**src/rtl/seq_frame_pkg.sv**
```systemverilog
// rtl/seq_frame_pkg.sv - shared constants, state encoding and counter sizing for seq_frame_tx
package seq_frame_pkg;

  localparam int PRE_LEN = 4;
  localparam int PRE_IDX_W = 2;
  localparam logic [PRE_LEN-1:0] PREAMBLE = 4'b1010;
  localparam int GUARD_CNT_W = 3;

  typedef logic [1:0] state_t;
  localparam state_t ST_IDLE     = 2'd0;
  localparam state_t ST_PREAMBLE = 2'd1;
  localparam state_t ST_PAYLOAD  = 2'd2;
  localparam state_t ST_GUARD    = 2'd3;

  // One counter serves preamble, payload and guard, so it must hold the largest of the three.
  function automatic int cnt_width(input int data_w);
    int w;
    w = $clog2(data_w + 1);
    return (w > GUARD_CNT_W) ? w : GUARD_CNT_W;
  endfunction

endpackage

```
**src/rtl/seq_frame_tx_if.sv**
```systemverilog
// rtl/seq_frame_tx_if.sv - frame request and serial output bundle for seq_frame_tx
interface seq_frame_tx_if #(
  parameter int DATA_W = 8
) ();
  logic              start;
  logic [DATA_W-1:0] data_in;
  logic [3:0]        len;
  logic              out;
  logic              out_valid;
  logic              busy;
  logic              done;

  modport master (output start, data_in, len, input out, out_valid, busy, done);
  modport slave  (input start, data_in, len, output out, out_valid, busy, done);
endinterface

```
**src/rtl/piso_shift_reg.sv**
```systemverilog
// rtl/piso_shift_reg.sv - parallel-load, MSB-first shift register holding the payload
module piso_shift_reg #(
  parameter int W = 8
) (
  input  logic         clk,
  input  logic         load,
  input  logic         shift,
  input  logic [W-1:0] din,
  output logic         msb
);
  logic [W-1:0] sr;

  always_ff @(posedge clk) begin
    if (load) begin
      sr <= din;
    end else if (shift) begin
      sr <= {sr[W-2:0], 1'b0};
    end
  end

  assign msb = sr[W-1];
endmodule

```
**src/rtl/seq_frame_tx.sv**
```systemverilog
// rtl/seq_frame_tx.sv - serial frame transmitter: preamble, MSB-first payload, idle guard, done pulse
module seq_frame_tx
  import seq_frame_pkg::*;
#(
  parameter int DATA_W    = 8,
  parameter int GUARD_LEN = 2
) (
  input logic           clk,
  input logic           rst,
  seq_frame_tx_if.slave bus
);
  localparam int CNT_W = cnt_width(DATA_W);

  state_t            state;
  logic [CNT_W-1:0]  cnt;
  logic [CNT_W-1:0]  len_q;
  logic [CNT_W-1:0]  len_clamped;
  logic [DATA_W-1:0] load_data;
  logic [PRE_IDX_W-1:0] pre_idx;
  logic              accept;
  logic              sr_shift;
  logic              sr_msb;

  always_comb begin
    accept = (state == ST_IDLE) && bus.start && (bus.len != 4'd0);
    if (int'(bus.len) > DATA_W) begin
      len_clamped = CNT_W'(DATA_W);
    end else begin
      len_clamped = CNT_W'(bus.len);
    end
    // Left-align the payload so bit L-1 sits at the shift register MSB.
    load_data = bus.data_in << (DATA_W - int'(len_clamped));
    pre_idx   = PRE_IDX_W'(cnt - CNT_W'(1));
    sr_shift  = ((state == ST_PREAMBLE) && (cnt == '0)) ||
                ((state == ST_PAYLOAD) && (cnt != '0));
  end

  piso_shift_reg #(.W(DATA_W)) u_piso (
    .clk   (clk),
    .load  (accept),
    .shift (sr_shift),
    .din   (load_data),
    .msb   (sr_msb)
  );

  // Outputs are registered; state names the phase the outputs currently show.
  always_ff @(posedge clk) begin
    if (rst) begin
      state         <= ST_IDLE;
      cnt           <= '0;
      len_q         <= '0;
      bus.out       <= 1'b0;
      bus.out_valid <= 1'b0;
      bus.busy      <= 1'b0;
      bus.done      <= 1'b0;
    end else begin
      bus.done <= 1'b0;
      case (state)
        ST_IDLE: begin
          if (accept) begin
            state         <= ST_PREAMBLE;
            cnt           <= CNT_W'(PRE_LEN - 1);
            len_q         <= len_clamped;
            bus.out       <= PREAMBLE[PRE_LEN-1];
            bus.out_valid <= 1'b1;
            bus.busy      <= 1'b1;
          end
        end
        ST_PREAMBLE: begin
          if (cnt != '0) begin
            cnt     <= cnt - CNT_W'(1);
            bus.out <= PREAMBLE[pre_idx];
          end else begin
            state   <= ST_PAYLOAD;
            cnt     <= len_q - CNT_W'(1);
            bus.out <= sr_msb;
          end
        end
        ST_PAYLOAD: begin
          if (cnt != '0) begin
            cnt     <= cnt - CNT_W'(1);
            bus.out <= sr_msb;
          end else begin
            state         <= ST_GUARD;
            cnt           <= CNT_W'(GUARD_LEN - 1);
            bus.out       <= 1'b0;
            bus.out_valid <= 1'b0;
          end
        end
        ST_GUARD: begin
          if (cnt != '0) begin
            cnt <= cnt - CNT_W'(1);
          end else begin
            state    <= ST_IDLE;
            bus.busy <= 1'b0;
            bus.done <= 1'b1;
          end
        end
        default: begin
          state         <= ST_IDLE;
          bus.out       <= 1'b0;
          bus.out_valid <= 1'b0;
          bus.busy      <= 1'b0;
        end
      endcase
    end
  end
endmodule

```
**src/flat_wrapper.sv**
```systemverilog
// flat-port wrapper written by rule: the top's interface ports become plain ports
module seq_frame_tx_flat import seq_frame_pkg::*;
#(
  parameter int DATA_W    = 8,
  parameter int GUARD_LEN = 2
)
  (clk, rst, bus_start, bus_data_in, bus_len, bus_out, bus_out_valid, bus_busy, bus_done);
  seq_frame_tx_if #(.DATA_W(DATA_W)) bus_i ();
  input logic clk;
  input logic rst;
  input wire logic [$bits(bus_i.start)-1:0] bus_start;
  input wire logic [$bits(bus_i.data_in)-1:0] bus_data_in;
  input wire logic [$bits(bus_i.len)-1:0] bus_len;
  output wire logic [$bits(bus_i.out)-1:0] bus_out;
  output wire logic [$bits(bus_i.out_valid)-1:0] bus_out_valid;
  output wire logic [$bits(bus_i.busy)-1:0] bus_busy;
  output wire logic [$bits(bus_i.done)-1:0] bus_done;
  assign bus_i.start = bus_start;
  assign bus_i.data_in = bus_data_in;
  assign bus_i.len = bus_len;
  assign bus_out = bus_i.out;
  assign bus_out_valid = bus_i.out_valid;
  assign bus_busy = bus_i.busy;
  assign bus_done = bus_i.done;
  seq_frame_tx #(.DATA_W(DATA_W), .GUARD_LEN(GUARD_LEN)) u_core (.clk(clk), .rst(rst), .bus(bus_i));
endmodule
```
**config.mk**
```make
export PLATFORM = sky130hd
export DESIGN_NAME = seq_frame_tx_flat
export DESIGN_NICKNAME = d
export VERILOG_FILES = /design/src/rtl/seq_frame_pkg.sv /design/src/rtl/seq_frame_tx_if.sv /design/src/rtl/piso_shift_reg.sv /design/src/rtl/seq_frame_tx.sv /design/src/flat_wrapper.sv
export SDC_FILE = /design/constraint.sdc
export NUM_CORES = 1
export LEC_CHECK = 0
export ABC_AREA = 1
export ABC_CLOCK_PERIOD_IN_PS = 3900
export BUFFER_PORTS_ARGS = -buffer_cell sky130_fd_sc_hd__buf_2
export CAP_MARGIN = 5
export CELL_PAD_IN_SITES_DETAIL_PLACEMENT = 1
export CELL_PAD_IN_SITES_GLOBAL_PLACEMENT = 1
export CORE_ASPECT_RATIO = 0.6
export CORE_MARGIN = 3
export CORE_UTILIZATION = 44
export CTS_CLUSTER_DIAMETER = 30
export DETAILED_ROUTE_END_ITERATION = 7
export PLACE_DENSITY = 0.79
export SETUP_SLACK_MARGIN = 0.02
export SLEW_MARGIN = 0
export SYNTH_ARGS = -nofsm -noshare
export SYNTH_HDL_FRONTEND = slang
export SYNTH_SLANG_ARGS = --single-unit
```
**constraint.sdc**
```tcl
create_clock -name clk -period 3.9 [get_ports clk]
set_input_delay 0.195 -clock clk [delete_from_list [all_inputs] [get_ports clk]]
set_output_delay 0.195 -clock clk [all_outputs]
set_load 0.01 [all_outputs]
```
==> results.md, run 1 <==
| Quantity | Reported | Unit |
| --- | --- | --- |
| Startpoint of the most critical register-to-register path | u_core.state[0] | - |
| Fraction of layout instances using a drive strength above 1 | 0.1747 | - |
| Final worst setup slack | 2.071 | ns |
| Initial antenna violation count | 0 | - |
| RD Place Congestion | 0.7737 | - |
| Routed WL per cell | 14.91 | um |
| RSZ-0062 raised after global routing | false | - |
| Data required time at the worst endpoint | 3.94 | ns |
| Number of slew-limit violations in the final report | 0 | - |
| Endpoint kind of the worst setup timing path | flip-flop | - |
| Post-Syn Area | 1495 | um^2 |
| Destination of the worst register-to-register timing path | u_core.u_piso.sr[5] | - |
| Routed wire length | 4.040 | mm |
| Antenna fix cells | 0 | - |
| Number of filler cells placed in the layout | 436 | - |
| Number of endpoints failing setup at the final stage | 0 | - |
| Placement Setup Slack | 2.060 | ns |
| Setup slack on the worst flop-to-flop path | 2.07 | ns |
| Total GRT Usage | 0.2267 | - |
| Area growth from synthesis to final layout | 12.55 | % |
| Avg Cell Area, Syn | 7.120 | um^2 |
| Critical path arrival | 1.87 | ns |
| Critical path fanouts, max | 17 | - |
| 1st-iter DRT viols | 76 | - |
| Die Ht | 51.16 | um |
| Remaining routing DRC violations | 0 | - |
| Global route total overflow | 0 | - |
| Placed Area | 1612 | um^2 |
| Max-cap violations | 0 | - |
| H-tree depth reported by CTS | 1 | - |
| Synthesis Warnings | 0 | - |
| Setup clock skew after layout | 0.003588 | ns |
| Post-route insts no fill | 271 | - |
| Total setup buffers inserted after CTS | 0 | - |
| Number of distinct library cells after synthesis | 28 | - |
| Detail Placement HPWL | 3.217 | mm |
| HP Class | in -> reg | - |
| P per Cell Area | 750.4 | nW/um^2 |
| DRT Pass-1 Iters | 4 | - |
| Vias post-DR | 1372 | - |
| Die ar. | 4157 | um^2 |
| Part of the Yosys area used for sequential elements | 0.3481 | - |
| Total negative slack for setup checks | 0 | ns |
| Number of hold buffers added after CTS | 0 | - |
| Total power consumption of the routed design | 1.263 | mW |
| Worst-Margin Slew | 0.4167 | ns |
| Design Area, Final | 1683 | um^2 |
| Shortest period the worst path allows | 1.829 | ns |
| Longest Clk Path Bufs | 2 | - |
| Hold violation total from the final report | 0 | - |
| Register bit count reported by yosys | 22 | - |
| Insertion delay to the later sink of the worst-skew pair | 0.28 | ns |
| Number of I/O pins | 19 | - |
| Site row count | 15 | - |
| Antenna Nets Post-Route | 0 | - |
| First-pass GRT wire length | 6.982 | mm |
| DR vias/cell | 5.063 | - |
| Startpoint of the lowest-slack hold path | rst | - |
| Clock net sink count | 22 | - |
| Instance count after placement with tap cells included | 267 | - |
| Number of buffer cells added on primary ports | 18 | - |
| Most used cells in the layout excluding fill and tap cells | 63 x nand2_1, 22 x inv_1, 20 x nor2_1 | - |
| Outcome | completed | - |
| Die X-Extent | 81.26 | um |
| Crit share post-route | 0.4691 | - |
| Highest ir drop seen on vdd | 0.4087 | mV |
| Clock tree from TritonCTS | built | - |
| Hold Path Depth | 2 | - |
| Crit Path Class | reg -> reg | - |
| Hold-critical path endpoint | u_core.cnt[3] | - |
| Worst Setup Start Kind | flip-flop | - |
| Synthesized instance count | 210 | - |
| Cts repair resizes | 0 | - |
| Root buffer cell | clkbuf_8 | - |
| Total leakage power | 0.8070 | nW |
| Initial core utilization | 0.4888 | - |
| Number of buffers inserted during clock tree synthesis | 3 | - |
| Via count of the first global-routing pass | 1385 | - |
| Peak Freq | 0.5466 | GHz |
| Syn nets | 233 | - |
| Max_slew headroom | 0.7214 | - |
| Core outline area | 3059 | um^2 |
| Clock transition at the registers of the reported paths | 0.09 | ns |
| Most common cell after layout, fill and taps aside | nand2_1 | - |
| Pin count of the biggest net entering global routing | 18 | - |
| Cell depth of the worst flop-to-flop path | 9 | - |
| Final #Nets | 253 | - |
-- power by group --
group	internal, mW	leakage [nW]	total [mW]	switching (mW)
sequential	0.357	0.194	0.409	0.0517
clock	0.137	0.0357	0.223	0.0850
combinational	0.212	0.578	0.632	0.419
total	0.707	0.807	1.26	0.556
-- registers in the layout, indices dropped and copies added (netlist names) --
| register | flops |
|---|---|
| u_core.bus.busy | 1 |
| u_core.bus.done | 1 |
| u_core.bus.out | 1 |
| u_core.bus.out_valid | 1 |
| u_core.cnt | 4 |
| u_core.len_q | 4 |
| u_core.state | 2 |
| u_core.u_piso.sr | 8 |
-- through the flow --
stage | hold slack (ns) | util
CTS | 0.1590 | 0.5501
detailed placement | 0.4602 | 0.5268
global placement | 0.4413 | 0.5268
floorplan | 0.2641 | -
finish | 0.1676 | 0.5501
global route | 0.1809 | 0.5501
-- cells by family after synthesis --
family | share of synthesized area
buf+inv | 0.08034
flops | 0.3481
compound gates | 0.1305
fa+ha+maj | 0.06695
simple gates | 0.3515
xor+xnor | 0.02260
-- cell type report --
type | instances | area (um^2) | area share
repair buffers | 18 | 90.09 | 0.05353
well taps | 42 | 52.55 | 0.03123
flip-flops and latches | 22 | 520.5 | 0.3093
multi-input cells | 160 | 854.6 | 0.5078
clock inverters | 1 | 30.03 | 0.01784
clock buffers | 3 | 41.29 | 0.02454
inverters | 25 | 93.84 | 0.05576
-- metal layers --
layer  vias up  share of wire  track usage
li1        721              -            -
met2        28           0.37       0.3011
met5         -              0            0
met4         0         0.0059      0.05056
met3         2          0.042      0.04754
met1       621           0.58       0.3634
-- worst max-delay path by stage --
| stage | from | to | depth (start not counted) |
|---|---|---|---|
| 3_3_place_gp | bus_len[3] | u_core.u_piso.sr[6] | 12 |
| 2_1_floorplan | u_core.state[0] | u_core.u_piso.sr[0] | 7 |
| 3_5_place_dp | bus_len[3] | u_core.u_piso.sr[2] | 12 |
| 4_1_cts | u_core.state[0] | u_core.u_piso.sr[5] | 9 |
| 5_1_grt | u_core.state[0] | u_core.u_piso.sr[5] | 9 |
| 6_report | u_core.state[0] | u_core.u_piso.sr[5] | 9 |
-- worst max-delay path, cell delays in order (launching register included) --
cell	delay (ns)
dfxtp_1	0.34
inv_1	0.10
ha_1	0.28
nand2_1	0.08
inv_1	0.10
nand2_4	0.15
nor2_4	0.22
nand2_1	0.07
a21oi_1	0.19
nor2_1	0.06
-- Yosys cell counts --
cell type,instances,area (um^2)
clkbuf_4,1,7.510
a21oi_1,17,85.08
inv_2,3,11.26
nand3_1,12,60.06
nand2_4,4,45.04
nand3b_1,3,22.52
nand4_1,1,6.260
o21ai_1,2,10.01
dfxtp_1,14,280.3
nor2_4,1,11.26
nand2_2,3,18.77
buf_6,1,11.26
edfxtp_1,8,240.2
a21oi_2,1,8.760
o211ai_1,5,37.54
buf_4,1,7.510
nor3_1,1,5.000
xor2_2,1,16.27
o21ai_0,9,45.04
o21ai_2,1,8.760
nand2_1,63,236.5
inv_1,22,82.58
or2_0,2,12.51
nor2_2,2,12.51
nor2_1,20,75.07
xor2_1,2,17.52
ha_1,8,100.1
nand3_2,2,20.02
(Power assumes the default switching activity.)
==> inputs of run 2 (changes only) <==
ABC_CLOCK_PERIOD_IN_PS = 1750   (was 3900)
CORE_UTILIZATION = 41   (was 44)
PLACE_DENSITY = 0.74   (was 0.79)
clock period = 1.75 ns   (was 3.9 ns; I/O delays follow)
==> results.md, run 2 (synthesis gave the netlist of run 1 again) <==
| Quantity | Reported | Unit | Delta |
| --- | --- | --- | --- |
| Most common cell after layout, fill and taps aside | nand2_1 | - |  |
| 1st-iter DRT viols | 88 | - | +16% |
| Endpoint kind of the worst setup timing path | flip-flop | - |  |
| Shortest period the worst path allows | 1.623 | ns | -0.2067 ns |
| Routing layer with the top usage in global route | met2 | - |  |
| Global route total overflow | 0 | - | unchanged |
| Number of endpoints failing setup at the final stage | 0 | - | unchanged |
| Total leakage power | 0.8484 | nW | +5.1% |
| DRT Pass-1 Iters | 4 | - | unchanged |
| Number of buffers inserted during clock tree synthesis | 3 | - | unchanged |
| Share of the core filled with cells | 0.5226 | - | -0.02754 |
| Instance count after placement with tap cells included | 273 | - | +2.2% |
| Slowest library cell on the worst path | dfxtp_1 | - |  |
| Number of filler cells placed in the layout | 451 | - | +3.4% |
| Routed wire length | 4.307 | mm | +6.6% |
| Post-route insts no fill | 282 | - | +4.1% |
| DR vias/cell | 5.149 | - | +1.7% |
| Site row count | 16 | - | +1 |
| Area growth from synthesis to final layout | 18.24 | % |  |
| Highest ir drop seen on vdd | 0.8654 | mV | +110% |
| GR met2 Demand/Resource | 0.3245 | - | +0.02345 |
| Data required time at the worst endpoint | 1.79 | ns | -2.15 ns |
| Die Ht | 52.78 | um | +3.2% |
| Clock transition at the registers of the reported paths | 0.09 | ns | about the same |
| Total negative slack for setup checks | 0 | ns | unchanged |
| Initial core utilization | 0.4419 | - | -0.04681 |
| Flip-flop count of the largest register, all copies and words added | 8 | - | unchanged |
| Total power consumption of the routed design | 3.016 | mW | +140% |
| Largest registers | u_core.u_piso.sr: 8 flops, u_core.cnt: 4 flops, u_core.len_q: 4 flops | - |  |
| Register bank with the most flops | u_core.u_piso.sr | - |  |
| Die ar. | 4431 | um^2 | +6.6% |
| H-tree depth reported by CTS | 1 | - | unchanged |
| Setup clock skew after layout | 0.008501 | ns | +0.004913 ns |
| Peak Freq | 0.6163 | GHz | +13% |
| Crit Path Class | reg -> reg | - |  |
| Clock tree from TritonCTS | built | - |  |
| Root buffer cell | clkbuf_8 | - |  |
| RSZ-0062 raised after global routing | true | - |  |
| Core outline area | 3383 | um^2 | +11% |
| First-pass GRT wire length | 7.369 | mm | +5.5% |
| Longest Clk Path Bufs | 2 | - | unchanged |
| Routed WL per cell | 15.27 | um | +2.5% |
| Detail Placement HPWL | 3.460 | mm | +7.6% |
| Worst Setup Start Kind | flip-flop | - |  |
| Total GRT Usage | 0.2128 | - | -0.01386 |
| Max-cap violations | 0 | - | unchanged |
| Delay of the slowest cell on the worst path | 0.34 | ns | about the same |
| Design Area, Final | 1768 | um^2 | +5.1% |
| Die X-Extent | 83.96 | um | +3.3% |
| Insertion delay to the later sink of the worst-skew pair | 0.27 | ns | about the same |
| Clock net sink count | 22 | - | unchanged |
| Most used cells in the layout excluding fill and tap cells | 62 x nand2_1, 21 x inv_1, 20 x nor2_1 | - |  |
| Number of buffer cells added on primary ports | 18 | - | unchanged |
| Number of slew-limit violations in the final report | 0 | - | unchanged |
| HP Class | in -> reg | - |  |
| Global-route track usage on met3 | 0.03297 | - | -0.01457 |
| Fraction of layout instances using a drive strength above 1 | 0.2152 | - | +0.04052 |
| P per Cell Area | 1706 | nW/um^2 | +130% |
| Placed Area | 1650 | um^2 | +2.4% |
| Outcome | completed | - |  |
| Final #Nets | 261 | - | +3.2% |
| Number of hold buffers added after CTS | 0 | - | unchanged |
| Series of cell instances along the critical path | inv_1 > ha_1 > nand2_1 > inv_1 > nand2_4 > nor2_4 > nand2_1 > a21oi_2 > nor2_1 | - |  |
| Vias post-DR | 1452 | - | +5.8% |
| Via count of the first global-routing pass | 1437 | - | +3.8% |
| Initial antenna violation count | 0 | - | unchanged |
| Met1 usage | 0.3233 | - | -0.04019 |
| Hold violation total from the final report | 0 | - | unchanged |
| Max_slew headroom | 0.7801 | - | +0.05874 |
| Remaining routing DRC violations | 0 | - | unchanged |
| Worst-Margin Slew | 0.3298 | ns | -0.08685 ns |
| Antenna fix cells | 0 | - | unchanged |
| RD Place Congestion | 0.7931 | - | +2.5% |
| Number of I/O pins | 19 | - | unchanged |
| Critical path fanouts, max | 10 | - | -7 |
| Antenna Nets Post-Route | 0 | - | unchanged |
| Pin count of the biggest net entering global routing | 18 | - | unchanged |
| Crit share post-route | 0.9272 | - | +0.4582 |
| Critical path arrival | 1.66 | ns | -0.21 ns |
-- run 2: cell type report --
class	instances	area, um^2	share of cell area
repair buffers	26	162.7	0.09200
inverters	25	96.34	0.05449
clock inverters	1	30.03	0.01699
clock buffers	3	41.29	0.02335
well taps	45	56.30	0.03185
flip-flops and latches	22	520.5	0.2944
multi-input cells	160	860.8	0.4869
-- run 2: power breakdown --
part / total, mW / switching [mW] / internal (mW)
logic: 1.62 / 1.01 / 0.603
registers: 0.915 / 0.121 / 0.794
clock network: 0.486 / 0.180 / 0.306
-- run 2: path summary, 6_finish.rpt --
| kind | from | to | slack (ns) | cells past startpoint |
|---|---|---|---|---|
| max | u_core.state[1] | u_core.u_piso.sr[5] | 0.13 | 9 |
| min | rst | u_core.cnt[3] | 0.05 | 2 |
| max reg2reg | u_core.state[1] | u_core.u_piso.sr[5] | 0.13 | 9 |
| min reg2reg | u_core.bus.out_valid | u_core.bus.out_valid | 0.47 | 2 |
-- run 2: repair_timing --
| item | in CTS | in global routing |
|---|---|---|
| gates resized for setup | 0 | 4 |
| setup endpoints to repair | 0 | 14 |
| hold endpoints to repair | 0 | 0 |
| setup buffers | 0 | 5 |
-- run 2: per-layer routing --
layer | part of all wire | wire length [um] | vias to the layer above
met5 | 0 | 0 | -
li1 | - | - | 733
met2 | 0.40 | 1736 | 23
met1 | 0.57 | 2448 | 694
met4 | 0.0019 | 8 | 0
met3 | 0.026 | 113 | 2
-- run 2: worst max-delay path: cells and delay by family, from the launching register on --
kind            cells  cell delay (ns)
compound gates      1             0.13
buf+inv             2             0.20
fa+ha+maj           1             0.18
simple gates        5             0.54
flops               1             0.34
-- run 2: through the flow --
step | setup slack, ns | hold WS (ns)
3_5_place_dp | 0.01726 | 0.3472
3_3_place_gp | 0.04326 | 0.3361
4_1_cts | 0.05666 | 0.05535
5_1_grt | 0.0006841 | 0.05619
6_report | 0.1273 | 0.05403
2_1_floorplan | 0.1543 | 0.1566
